<file path="config.mk">
export PLATFORM = sky130hd
export DESIGN_NAME = hazard_scoreboard_unit
export DESIGN_NICKNAME = d
export VERILOG_FILES = /design/src/rtl/hazard_scoreboard_unit.sv
export SDC_FILE = /design/constraint.sdc
export NUM_CORES = 1
export LEC_CHECK = 0
export CORE_ASPECT_RATIO = 0.9
export CORE_MARGIN = 2
export CORE_UTILIZATION = 40
export CTS_CLUSTER_SIZE = 20
export DETAILED_ROUTE_END_ITERATION = 8
export HOLD_SLACK_MARGIN = 0.05
export PLACE_DENSITY_LB_ADDON = 0.25
export SYNTH_ARGS = -nofsm -noshare
export SYNTH_HDL_FRONTEND = slang
export SYNTH_SLANG_ARGS = --single-unit
</file>
<file path="constraint.sdc">
create_clock -name clk -period 2.9 [get_ports clk]
set_input_delay 0.725 -clock clk [delete_from_list [all_inputs] [get_ports clk]]
set_output_delay 0.725 -clock clk [all_outputs]
set_load 0.005 [all_outputs]
</file>
<file path="src/rtl/hazard_scoreboard_unit.sv">
// ID-stage hazard detection: EXE/MEM destination compare for NUM_SRC operands plus a
// per-register pending-load scoreboard. Define HAZARD_WATCHDOG_EN to build the stall watchdog.
module hazard_scoreboard_unit #(
  parameter int REG_AW      = 4,
  parameter int NUM_SRC     = 2,
  parameter int STALL_LIMIT = 64,
  parameter int CNT_W       = 8
) (
  input  logic                      clk,
  input  logic                      rst,
  input  logic [NUM_SRC*REG_AW-1:0] src,
  input  logic [NUM_SRC-1:0]        src_valid,
  input  logic                      ignore_hazard,
  input  logic                      forwarding_en,
  input  logic [REG_AW-1:0]         exe_dest,
  input  logic [REG_AW-1:0]         mem_dest,
  input  logic                      exe_wb_en,
  input  logic                      mem_wb_en,
  input  logic                      exe_mem_r_en,
  input  logic                      pipe_freeze,
  input  logic                      ld_done,
  input  logic [REG_AW-1:0]         ld_done_dest,
  output logic                      hazard_detected,
  output logic [(1<<REG_AW)-1:0]    pending,
  output logic [CNT_W-1:0]          stall_count,
  output logic                      stall_timeout
);

  if (STALL_LIMIT < 1 || STALL_LIMIT >= (1 << CNT_W)) begin : g_bad_limit
    $error("STALL_LIMIT must lie in 1..2^CNT_W-1");
  end

  logic [NUM_SRC-1:0]         match_exe;
  logic [NUM_SRC-1:0]         match_mem;
  logic [NUM_SRC-1:0]         match_pend;
  logic                       exe_ld_hit;
  logic                       ld_issue;
  logic [(1<<REG_AW)-1:0]     pending_next;

  for (genvar i = 0; i < NUM_SRC; i++) begin : g_src
    logic [REG_AW-1:0] addr;
    assign addr          = src[i*REG_AW +: REG_AW];
    assign match_exe[i]  = src_valid[i] & (addr == exe_dest) & exe_wb_en;
    assign match_mem[i]  = src_valid[i] & (addr == mem_dest) & mem_wb_en;
    assign match_pend[i] = src_valid[i] & pending[addr];
  end

  assign exe_ld_hit = (|match_exe) & exe_mem_r_en;

  // With forwarding, only a load still in flight (EXE or scoreboard) forces a stall.
  always_comb begin
    hazard_detected = 1'b0;
    if (!ignore_hazard) begin
      if (forwarding_en) hazard_detected = exe_ld_hit | (|match_pend);
      else               hazard_detected = (|match_exe) | (|match_mem) | (|match_pend);
    end
  end

  assign ld_issue = exe_mem_r_en & exe_wb_en & ~pipe_freeze;

  // NOTE: set is applied after clear so a new load to the same register wins over the
  // older returning one; defaulting to the current value first keeps this block latch-free.
  always_comb begin
    pending_next = pending;
    if (ld_done)  pending_next[ld_done_dest] = 1'b0;
    if (ld_issue) pending_next[exe_dest]     = 1'b1;
  end

  // NOTE: the scoreboard is reset (unlike a data RAM) because a stale pending bit would
  // stall its consumer forever; non-blocking assignment keeps state updates edge-ordered.
  always_ff @(posedge clk or posedge rst) begin
    if (rst) pending <= '0;
    else     pending <= pending_next;
  end

`ifdef HAZARD_WATCHDOG_EN
  localparam logic [CNT_W-1:0] CNT_MAX = '1;
  localparam logic [CNT_W-1:0] LIMIT   = CNT_W'(STALL_LIMIT);

  logic [CNT_W-1:0] count_next;

  always_comb begin
    count_next = stall_count;
    if (!pipe_freeze) begin
      if (!hazard_detected)          count_next = '0;
      else if (stall_count != CNT_MAX) count_next = stall_count + CNT_W'(1);
    end
  end

  // The flag is taken from the next count so it rises together with the limit value.
  always_ff @(posedge clk or posedge rst) begin
    if (rst) begin
      stall_count   <= '0;
      stall_timeout <= 1'b0;
    end else begin
      stall_count <= count_next;
      if (count_next >= LIMIT) stall_timeout <= 1'b1;
    end
  end
`else
  assign stall_count   = '0;
  assign stall_timeout = 1'b0;
`endif

endmodule

</file>
==> out/results.md <==
| Metric | This run |
| --- | --- |
| Worst path required time | 2170 ps |
| Most used flip-flop cell after synthesis | dfrtp_1 |
| Avg Inst Size Synth | 9.40 µm² |
| Skew-Pair Late Insertion Delay | 280 ps |
| Hold Fails Final Rpt | 0 |
| Final cycle utilization of the critical path | 99.3% |
| Sequential-to-total area share from yosys stat | 30.9% |
| Die area | 3720 µm² |
| Weighted congestion reported at the end of routability-driven placement | 0.939 |
| Category of the worst setup path capture point | output pin |
| Clock Tree Root | clkbuf_4 |
| Antenna violations before repair | 0 |
| Shortest period the worst path allows | 2880 ps |
| Hpwl dp | 3190 µm |
| Final Worst Setup Slack | 21.3 ps |
| Path type of the worst min-delay path | register to register |
| Post-Route WL | 3980 µm |
| Area of the mapped netlist | 1300 µm² |
| Number of buffers inserted by port buffering | 47 |
| Number of synthesized flops with an enable pin | 0 |
| Post-detailed-route count of antenna-violating nets | 0 |
| Via count of the routed design | 1361 |
| Register bit count reported by yosys | 16 |
| Worst ir drop on vdd | 0.000344 V |
| Number of primary I/O pins | 57 |
| Maximum level of the CTS H-tree | 1 |
| Placeable core region | 3070 µm² |
| Row count | 19 |
| Clock buffer depth | 2 |
| DRC violations left | 0 |
| Max Cap Viol | 0 |
| M2 GR Usage | 39.3% |
| Routed length per placed instance | 16.2 µm |
| Initial drt markers | 56 |
| Met3 demand-to-capacity share in global routing | 4.27% |
| Initial core utilization | 42.3% |
| Fraction of synthesized cell area taken by the top area cell type | 30.9% |
| Global routing met1 resource utilization | 27.7% |
| Top cells by count, synth | 30 x o21ai_0, 16 x dfrtp_1, 9 x buf_4, 9 x xnor2_1, 8 x nand2_1 |
| Dominant cells by area after synthesis | dfrtp_1 31%, o21ai_0 12%, mux4_1 8.1% |
| Number of hold buffers added after CTS | 0 |
| Highest clock frequency the design can meet | 347 MHz |
| Post-layout net count | 236 |
| Worst clock skew | 0 ps |
| Overall die width | 64.0 µm |
| Overall fraction of global-route tracks in use | 22.5% |
| Area after detailed placement | 1910 µm² |
| Register with the most flip-flops | pending |
| Count of synthesis-stage warnings from yosys | 0 |
| Via count of the first global-routing pass | 1363 |
| Power density cells | 371 nW/µm² |
| Slew at the pin with the worst max-slew slack | 576 ps |
| Final std cell area, no fill | 1970 µm² |
| Via/cell ratio | 5.53 |
| Biggest regs | pending x16 |
| Chip height | 58.0 µm |
| CTS tree | built |
| Async S/R FF share, synth | 100% |
| Reg-to-reg setup timing slack | 2070 ps |
| Maximum number of pins on one net before global-route repair | 17 |
| Run status | finished clean |
| ANT cells | 0 |
| Share of post-route cells with drive strength above 1 | 21.6% |
| Leading cell type by number of instances after synthesis | o21ai_0 |
| Synthesized instance count | 138 |
| Number of flip-flops under the largest register name | 16 |
| Slew margin rel. | 61.6% |
| Leakage power total | 0.847 nW |
| First-pass GRT wire length | 6380 µm |
| Remaining Overflow, GRT | 0 |
| # setup viols final | 0 |
| Area growth from synthesis to layout | 52.2% |
| GRT Max-Usage Layer | met2 |
| Kind of critical path | primary input to output pin |
| Clock slew seen by the registers of the worst setup and hold paths | 80 ps |
| Num CTS Buffers | 3 |
| Detailed-routing iteration count for the pre-antenna-repair pass | 4 |
| Critical path launch point type | primary input |
| Area leader, netlist | dfrtp_1 |
| Largest fanout of any net on the critical path | 2 |
| Critical path arrival | 2150 ps |
| Post-place setup slack | -730 ps |
| Slew Limit Fails | 0 |
| Number of sinks handled by clock tree synthesis | 16 |
| Post-synth cell types | 32 |
-- per-layer routing --
layer  up-vias  part of all wire [%]
met4         0                   1.9
met2        67                    50
li1        626                     -
met1       657                    42
met5         -                     0
met3        11                   6.3
-- kinds of logic (layout without fill, tap and decap cells) --
| logic type | after synthesis | in the layout | synth area share, % |
|---|---|---|---|
| AND/OR/NAND/NOR | 42 | 42 | 18.1 |
| AO/OA/AOI/OAI | 37 | 37 | 16.2 |
| XOR/XNOR | 16 | 16 | 10.8 |
| flip-flops | 16 | 16 | 30.9 |
| buffers and inverters | 16 | 74 | 8.00 |
| multiplexers | 10 | 10 | 15.7 |
| other | 1 | 9 | 0.289 |
-- final timing paths --
path | start | endpoint | cells after the start
worst min register to register | pending[0] | pending[0] | 2
worst min-delay path | pending[0] | pending[0] | 2
worst max register to register | pending[12] | pending[12] | 3
max in group asynchronous | rst | pending[10] | 2
min in group asynchronous | rst | pending[11] | 2
worst max-delay path | mem_dest[3] | hazard_detected | 6
-- timing repair --
action / in CTS / in global routing
setup buffers: 0 / 0
pin swaps: 2 / 5
endpoints found under the setup margin: 1 / 1
gates resized for setup: 26 / 9
-- cell type report --
type	instances	area, µm²
Fill cell	278	1090
Multi-Input combinational cell	114	856
Inverter	2	7.51
Sequential cell	16	400
Timing Repair Buffer	68	622
Clock buffer	4	36.3
Tap cell	42	52.6
-- per-stage QoR --
stage	total power [W]	cells	hold WS [ps]	utilization, %	setup TNS [ps]
after global routing	0.000781	246	617	64.4	-30.6
after global placement	0.000582	242	566	62.3	-656
final	0.000732	246	581	64.4	0
after floorplan	0.000411	146	497	-	0
after detailed placement	0.000589	242	561	62.3	-730
after CTS	0.000730	246	580	63.5	0
-- critical path, cell delays in order --
cell and delay [ps]:
clkdlybuf4s50_1 450, xor2_1 170, nor4_1 390, nor4_2 80, a41oi_2 200, buf_2 140
-- placed cells by master, fill, tap and decap left out, types with 4 or more instances in the layout --
master | synthesis | routed
clkdlybuf4s50_1 | 0 | 33
o21ai_0 | 30 | 30
buf_4 | 9 | 21
dfrtp_1 | 16 | 16
xnor2_1 | 9 | 9
conb_1 | 1 | 9
nand2_1 | 8 | 8
nand2b_1 | 7 | 7
xor2_1 | 7 | 7
nand3_1 | 5 | 5
dlygate4sd2_1 | 0 | 5
nor2_1 | 4 | 4
nand4_1 | 4 | 4
mux4_2 | 3 | 4
clkbuf_4 | 0 | 4
dlymetal6s2s_1 | 0 | 4
-- power breakdown --
part | total, W | internal [W] | leakage (nW) | switching, W
sequential | 0.000296 | 0.000257 | 0.212 | 0.0000396
combinational | 0.000291 | 0.000178 | 0.614 | 0.000113
clock | 0.000145 | 0.0000765 | 0.0210 | 0.0000686
Power figures use the tool's default switching activity.
